## config.mk

```make
export PLATFORM = sky130hd
export DESIGN_NAME = alu_operand_seq
export DESIGN_NICKNAME = d
export VERILOG_FILES = /design/src/rtl/alu_operand_seq.sv
export SDC_FILE = /design/constraint.sdc
export NUM_CORES = 1
export LEC_CHECK = 0
export BUFFER_PORTS_ARGS = -buffer_cell sky130_fd_sc_hd__buf_2
export CORE_AREA = 3 3 92 94
export DETAILED_ROUTE_END_ITERATION = 8
export DIE_AREA = 0 0 95 97
export HOLD_SLACK_MARGIN = 0.02
export PLACE_DENSITY = 0.59
export SLEW_MARGIN = 5
export SYNTH_ARGS = -nofsm -noshare
export SYNTH_HDL_FRONTEND = slang
export SYNTH_SLANG_ARGS = --single-unit
```

## constraint.sdc

```tcl
create_clock -name clk -period 3.2 [get_ports clk]
set_clock_uncertainty 0.05 [all_clocks]
set_input_delay 0.64 -clock clk [delete_from_list [all_inputs] [get_ports clk]]
set_output_delay 0.64 -clock clk [all_outputs]
set_load 0.01 [all_outputs]
```

## src/rtl/alu_operand_seq.sv

```systemverilog
`default_nettype none
// ============================================================================
// Module  : alu_operand_seq
// Brief   : Debounced button sequencer that captures ALU operands A, B and the
//           opcode into held registers, flagging a complete triple with valid.
// Revision: 1.0 - initial release
// ============================================================================
module alu_operand_seq #(
    parameter int unsigned DEBOUNCE_CYCLES = 500000,
    parameter int unsigned CNT_W           = 20
) (
    input  logic       clk,
    input  logic       rst_n,
    input  logic [3:0] sw_data,
    input  logic [2:0] sw_op,
    input  logic       btn_next,
    input  logic       btn_clr,
    output logic [3:0] alu_a,
    output logic [3:0] alu_b,
    output logic [2:0] alu_op,
    output logic       out_valid,
    output logic [1:0] phase
);

    localparam logic [CNT_W-1:0] c_cnt_max = CNT_W'(DEBOUNCE_CYCLES - 1);

    localparam logic [1:0] c_wait_a  = 2'd0;
    localparam logic [1:0] c_wait_b  = 2'd1;
    localparam logic [1:0] c_wait_op = 2'd2;
    localparam logic [1:0] c_show    = 2'd3;

    logic [1:0] w_btn_raw;
    logic [1:0] w_press;
    logic       w_next_pulse;
    logic       w_clr_pulse;

    assign w_btn_raw = {btn_clr, btn_next};

    // Identical synchronizer + debouncer per button; bit 0 next, bit 1 clear.
    generate
        for (genvar gi = 0; gi < 2; gi++) begin : g_debounce
            logic             r_meta;
            logic             r_sync;
            logic             r_stable;
            logic             r_stable_d;
            logic [CNT_W-1:0] r_cnt;

            always_ff @(posedge clk) begin
                if (!rst_n) begin
                    r_meta     <= 1'b0;
                    r_sync     <= 1'b0;
                    r_stable   <= 1'b0;
                    r_stable_d <= 1'b0;
                    r_cnt      <= '0;
                end else begin
                    r_meta     <= w_btn_raw[gi];
                    r_sync     <= r_meta;
                    r_stable_d <= r_stable;
                    if (r_sync != r_stable) begin
                        if (r_cnt == c_cnt_max) begin
                            r_stable <= r_sync;
                            r_cnt    <= '0;
                        end else begin
                            r_cnt <= r_cnt + CNT_W'(1);
                        end
                    end else begin
                        r_cnt <= '0;
                    end
                end
            end

            assign w_press[gi] = r_stable & ~r_stable_d;
        end
    endgenerate

    assign w_next_pulse = w_press[0];
    assign w_clr_pulse  = w_press[1];

    logic [1:0] r_phase;
    logic [1:0] w_phase_nxt;
    logic [3:0] r_alu_a;
    logic [3:0] w_alu_a_nxt;
    logic [3:0] r_alu_b;
    logic [3:0] w_alu_b_nxt;
    logic [2:0] r_alu_op;
    logic [2:0] w_alu_op_nxt;
    logic       r_valid;
    logic       w_valid_nxt;

    always_ff @(posedge clk) begin
        if (!rst_n) begin
            r_phase  <= c_wait_a;
            r_alu_a  <= 4'd0;
            r_alu_b  <= 4'd0;
            r_alu_op <= 3'd0;
            r_valid  <= 1'b0;
        end else begin
            r_phase  <= w_phase_nxt;
            r_alu_a  <= w_alu_a_nxt;
            r_alu_b  <= w_alu_b_nxt;
            r_alu_op <= w_alu_op_nxt;
            r_valid  <= w_valid_nxt;
        end
    end

    always_comb begin
        w_phase_nxt = r_phase;
        if (w_clr_pulse) begin
            w_phase_nxt = c_wait_a;
        end else if (w_next_pulse) begin
            case (r_phase)
                c_wait_a:  w_phase_nxt = c_wait_b;
                c_wait_b:  w_phase_nxt = c_wait_op;
                c_wait_op: w_phase_nxt = c_show;
                default:   w_phase_nxt = c_wait_a;
            endcase
        end
    end

    // Captured values hold across phases; leaving SHOW only drops valid.
    always_comb begin
        w_alu_a_nxt  = r_alu_a;
        w_alu_b_nxt  = r_alu_b;
        w_alu_op_nxt = r_alu_op;
        w_valid_nxt  = r_valid;
        if (w_clr_pulse) begin
            w_alu_a_nxt  = 4'd0;
            w_alu_b_nxt  = 4'd0;
            w_alu_op_nxt = 3'd0;
            w_valid_nxt  = 1'b0;
        end else if (w_next_pulse) begin
            case (r_phase)
                c_wait_a:  w_alu_a_nxt = sw_data;
                c_wait_b:  w_alu_b_nxt = sw_data;
                c_wait_op: begin
                    w_alu_op_nxt = sw_op;
                    w_valid_nxt  = 1'b1;
                end
                default:   w_valid_nxt = 1'b0;
            endcase
        end
    end

    assign alu_a     = r_alu_a;
    assign alu_b     = r_alu_b;
    assign alu_op    = r_alu_op;
    assign out_valid = r_valid;
    assign phase     = r_phase;

endmodule
`default_nettype wire

```

==> results of run 1 <==
## logic make-up after synthesis
kind of cell / Yosys count / synth area share, %
xor+xnor: 26 / 8.564
buf+inv: 23 / 3.341
fa+ha+maj: 6 / 2.823
mux: 2 / 0.7530
flops: 62 / 46.68
compound gates: 42 / 8.941
simple gates: 146 / 28.89
## per-layer routing
| metal | track usage, % | routed length [um] | vias up |
|---|---|---|---|
| met5 | 0 | 0 | - |
| met4 | 5.327 | 108 | 0 |
| met3 | 3.810 | 228 | 12 |
| met2 | 17.25 | 2138 | 33 |
| met1 | 16.37 | 2685 | 983 |
| li1 | - | - | 1142 |
## metrics by stage
step | power, mW | worst slack (ns) | hold slack, ns | std cells
floorplan | 0.8038 | 1.292 | 0.3619 | 307
global placement | 0.8155 | 1.214 | 0.3750 | 427
detailed placement | 0.8156 | 1.167 | 0.3735 | 427
CTS | 1.583 | 1.142 | 0.3762 | 442
global route | 1.614 | 1.032 | 0.4031 | 442
finish | 1.559 | 1.151 | 0.3720 | 442
## Yosys cell counts
cell type,number,area share [%]
nor4b_1,1,0.33
xor2_1,10,3.3
nor2b_1,1,0.24
nor2_1,34,4.8
nand3_1,22,4.1
o31ai_1,7,2.0
and3_1,1,0.24
a21oi_1,26,4.9
inv_1,14,2.0
nand2b_1,1,0.24
o211ai_1,1,0.28
nand4_1,13,3.1
clkbuf_1,7,0.99
and4_1,4,1.3
nand4_4,1,0.80
nor4bb_1,1,0.38
buf_2,1,0.19
nor3_1,8,1.5
or4_1,9,2.5
nor4_1,7,1.6
and2_1,6,1.4
xnor2_1,16,5.3
mux2i_1,2,0.75
or4b_2,1,0.38
nand2_1,28,4.0
or3_2,1,0.28
o31ai_2,1,0.47
o21ai_0,7,1.3
clkbuf_2,1,0.19
or3_1,7,1.6
ha_1,6,2.8
dfxtp_1,62,47
## worst register-to-register path: stages (launching register included)
cell	delay, ns
dfxtp_1	0.38
ha_1	0.23
nand4_1	0.21
or3_2	0.56
or4_1	0.41
a21oi_1	0.15
## flip-flops by register name (all words and copies together) (netlist names)
name / flops
g_debounce.r_sync: 2
alu_b: 4
alu_a: 4
phase: 2
g_debounce.r_stable_d: 2
g_debounce.r_cnt: 40
g_debounce.r_meta: 2
alu_op: 3
out_valid: 1
g_debounce.r_stable: 2
## final cells by class
cell class                 instances  area [um^2]
multi-input combinational        222         1329
timing repair buffer              27        142.6
inverter                          14        52.55
tap                              102        127.6
sequential                        62         1241
fill                             797         4613
clock inverter                     4        70.07
clock buffer                      11        151.4
## final timing paths
kind,from,end,slack (ns),depth (start not counted)
hold / removal,g_debounce[1].r_meta,g_debounce[1].r_sync,0.37,1
hold reg to reg,g_debounce[1].r_meta,g_debounce[1].r_sync,0.37,1
setup / recovery,g_debounce[1].r_cnt[0],g_debounce[1].r_cnt[18],1.15,5
setup reg to reg,g_debounce[1].r_cnt[0],g_debounce[1].r_cnt[18],1.15,5
## power groups by stage
stage | Combinational (mW) | Sequential, mW | Clock (mW)
6_report | 0.0215 | 0.776 | 0.762
5_1_grt | 0.0242 | 0.776 | 0.813
4_1_cts | 0.0220 | 0.776 | 0.785
3_5_place_dp | 0.0219 | 0.794 | 0
3_3_place_gp | 0.0220 | 0.794 | 0
2_1_floorplan | 0.0105 | 0.793 | 0
==> run metrics, run 1 <==
status=finished clean; Worst-Margin Slew=0.9312 ns; Syn Inst Count=307; Slew HR=37.79%; largest net degree at the start of global routing=21; Switching Fraction=19.34%; Clock Pin Slew Worst Setup and Hold Paths=0.07 ns; Clk pwr share=48.8%; number of inserted diodes=0; share of layout cells above drive strength 1=13.53%; Via density=4.910; worst endpoint required time=3.41 ns; kind of end point of the critical path=flop; Syn Area/Cell=8.661 um^2; sequential fraction of the synthesis area=46.68%; Final Hold Fails=0; DR DRC count=0; Cell variety after synth=32; Crit-path slowest cell=or3_2; H-tree depth=3; DP HPWL=3618 um; chip width=95 um; CTS tree=built; Worst VDD drop=200.0 uV; post_cts resized=0; initial antenna violation count=0; sw power=0.3016 mW; RSZ-0062 raised after global routing=no; Layout Area Growth over Synthesis=17.13%; vias in the first global route=2039; Starting Density=34.41%; Logic pwr share=1.4%; CP delay by family, top=simple AND/OR/NAND/NOR gates; Max-cap violations=0; Cell Area, Synth=2659 um^2; Yosys reg bits=62; minimum clock period=2.049 ns; Reg power frac=49.8%; Finished Cell Area=3114 um^2; GRT Util Overall=12.03%; number of port buffers=24; Crit Path Category=flop to flop; P_leak=1.034 nW; core area=7727 um^2; Pre-Repair DR Iteration Count=4; Final Wtd Congestion=0.8380; Initial DRC Count=53; Post-CTS Hold Fix Bufs=0; Final ANT Viol Nets=0; most frequent cells in the layout=dfxtp_1 (62), nor2_1 (34), nand2_1 (28); Synth Net Count=324; area of the die=9215 um^2; floorplan row count=32; TritonCTS Buffers=9; clock root buffer=clkbuf_8; Clk Latency, worst-skew pair=0.33 ns; # setup viols final=0; die height=97 um; Worst Setup Start Kind=flop; crit-path max cell delay=0.56 ns; Worst Path Buf+Inv=0; P_int=1.258 mW; clock buffer depth=2; commonest non-fill, non-tap cell in the layout=dfxtp_1; critical path data arrival time=2.26 ns; global-route wire length before repair=9045 um; Core Util, Final=40.30%; Worst Path Max Fanout=5; fmax=0.4880 GHz; Area after DPL=2893 um^2; Sum Neg Setup Slack=0 ns; Final Max Tran Viols=0; routed len/inst=11.67 um; Final period util=64.04%; Pwr per Cell Area=500.7 nW/um^2; Post-CTS Setup Inserts=0; worst hold path class=flop to flop; IO Pins=25; final wirelength=5160 um; # nets final=353; Sink Count=62; worst-path cell chain=ha_1 -> nand4_1 -> or3_2 -> or4_1 -> a21oi_1; Syn. warnings=0; DR vias=2170; GRT overflow=0
Power figures use the tool's default switching activity.
==> inputs of run 2 (changes only) <==
Settings changed: PLACE_DENSITY 0.59 to 0.6.
Clock period 3.2 ns to 1.7 ns, I/O delays scaled along.
==> run 2 against run 1 <==
Effect of this change: the flow now finishes with violations (setup timing); combinational power grew 150%; fmax grew 17%; worst hold slack lost 0.21 ns; global-route usage grew 0.97 points; non-clock buffer count grew 52; register-to-register slack lost 1.2 ns; utilization grew 7.6 points; clock-buffer cell count shrank 1; critical path type unchanged.
==> run metrics, run 2 (synthesis gave the netlist of run 1 again) <==
Final Hold Slack=0.1570 ns (was 0.3720 ns); Via density=4.887 (was 4.910); Final Hold Fails=0 (unchanged); Max-cap violations=0 (unchanged); number of inserted diodes=0 (unchanged); Pre-Repair DR Iteration Count=4 (unchanged); Final Wtd Congestion=0.8138 (was 0.8380); Worst-Margin Slew=0.3650 ns (was 0.9312 ns); floorplan row count=32 (unchanged); die height=97 um (unchanged); commonest non-fill, non-tap cell in the layout=buf_4 (was dfxtp_1); GRT Util Overall=12.99% (was 12.03%); worst hold path class=input port to flop (was flop to flop); final wirelength=6199 um (was 5160 um); Layout Area Growth over Synthesis=39.29% (was 17.13%); initial antenna violation count=0 (unchanged); DR vias=2424 (was 2170); Worst Path Max Fanout=5 (unchanged); hold depth=2 (was 1); H-tree depth=3 (unchanged); Final ANT Viol Nets=0 (unchanged); critical path data arrival time=1.98 ns (was 2.26 ns); TritonCTS Buffers=9 (unchanged); Final period util=102.7% (was 64.04%); worst endpoint required time=1.93 ns (was 3.41 ns); Biggest register=g_debounce.r_cnt (unchanged); Initial DRC Count=83 (was 53); Sink Count=62 (unchanged); # setup viols final=5 (was 0); IO Pins=25 (unchanged); Register-to-Register Path Depth=4 (was 5); Final Max Tran Viols=0 (unchanged); # nets final=406 (was 353); largest net degree at the start of global routing=16 (was 21); clock root buffer=clkbuf_8 (unchanged); max FFs per register=40 (unchanged); Clock Pin Slew Worst Setup and Hold Paths=0.07 ns (about the same); final setup margin=-0.04660 ns (was 1.151 ns); chip width=95 um (unchanged); CTS tree=built (unchanged); kind of end point of the critical path=flop (unchanged); routed len/inst=12.50 um (was 11.67 um); P_leak=1.316 nW (was 1.034 nW); violated checks=setup timing; Clk Latency, worst-skew pair=0.34 ns (was 0.33 ns); clock buffer depth=2 (unchanged); number of port buffers=24 (unchanged); global-route wire length before repair=9591 um (was 9045 um); Tot Pwr=2.957 mW (was 1.559 mW); Slew HR=75.44% (was 37.79%); GRT overflow=0 (unchanged); minimum clock period=1.747 ns (was 2.049 ns); DR DRC count=0 (unchanged); vias in the first global route=2218 (was 2039); share of layout cells above drive strength 1=35.53% (was 13.53%); RSZ-0062 raised after global routing=yes (was no); Worst Setup Start Kind=flop (unchanged); Pwr per Cell Area=798.5 nW/um^2 (was 500.7 nW/um^2); Starting Density=34.41% (unchanged); area of the die=9215 um^2 (unchanged); fmax=0.5725 GHz (was 0.4880 GHz); most frequent cells in the layout=buf_4 (49), dfxtp_1 (44), nor2_1 (34) (was dfxtp_1 (62), nor2_1 (34), nand2_1 (28)); status=finished with violations (was finished clean); DP HPWL=4175 um (was 3618 um); core area=7727 um^2 (unchanged); Worst VDD drop=372.8 uV (was 200.0 uV); Crit Path Category=flop to flop (unchanged)
==> run 2: changes by cell type in the layout (fill, tap and decap cells not counted), sizes merged <==
| cell | change |
|---|---|
| buf | +52 |
| clkinvlp | +2 |
| clkbuf | -1 |
| or4 | +1 |
==> run 2: final cells by class <==
type                       instances  area [um^2]
fill                             736         4024
multi-input combinational        223         1476
sequential                        62         1269
timing repair buffer              79        555.5
clock buffer                      10        137.6
tap                              102        127.6
clock inverter                     6        85.08
inverter                          14        52.55
==> run 2: critical path, stage by stage, from the launching register on <==
cell	delay, ns
dfxtp_2	0.33
nand4_1	0.15
or4_4	0.60
or4_4	0.43
a21oi_2	0.12
==> run 2: path summary, 6_finish.rpt <==
check,slack [ns],to,from
max,-0.05,g_debounce[0].r_cnt[19],g_debounce[0].r_cnt[7]
min,0.16,g_debounce[1].r_meta,btn_clr
max reg2reg,-0.05,g_debounce[0].r_cnt[19],g_debounce[0].r_cnt[7]
min reg2reg,0.40,g_debounce[0].r_sync,g_debounce[0].r_meta
==> run 2: power by group <==
part           internal, mW  switching (mW)
Clock                 0.860           0.587
Sequential             1.45         0.00370
Combinational        0.0253          0.0276
Total                  2.34           0.618
==> run 2: per-layer routing <==
layer	track usage, %	routed length (um)
met1	16.88	3025
met2	19.63	2806
met3	3.344	252
met4	6.659	115
met5	0	0
==> run 2: what timing repair did <==
| item | 4_1_cts | 5_1_grt |
|---|---|---|
| endpoints found under the hold margin | 0 | 0 |
| cloned | 0 | 3 |
| setup buffers | 0 | 7 |
| pin swaps | 4 | 13 |
| hold buffers | 0 | 0 |
| resized for setup | 10 | 36 |
| endpoints found under the setup margin | 11 | 42 |
==> run 2: stage by stage <==
step	worst slack, ns	util, %	std cells	setup TNS, ns	cell area, um^2
5_1_grt	-0.1141	47.93	496	-1.580	3704
6_report	-0.04660	47.93	496	-0.1763	3704
3_3_place_gp	-0.05547	42.02	470	-0.1398	3247
3_5_place_dp	-0.08745	42.02	470	-0.4195	3247
2_1_floorplan	-0.09566	-	307	-0.4658	2703
4_1_cts	-0.01662	45.30	486	-0.03898	3501
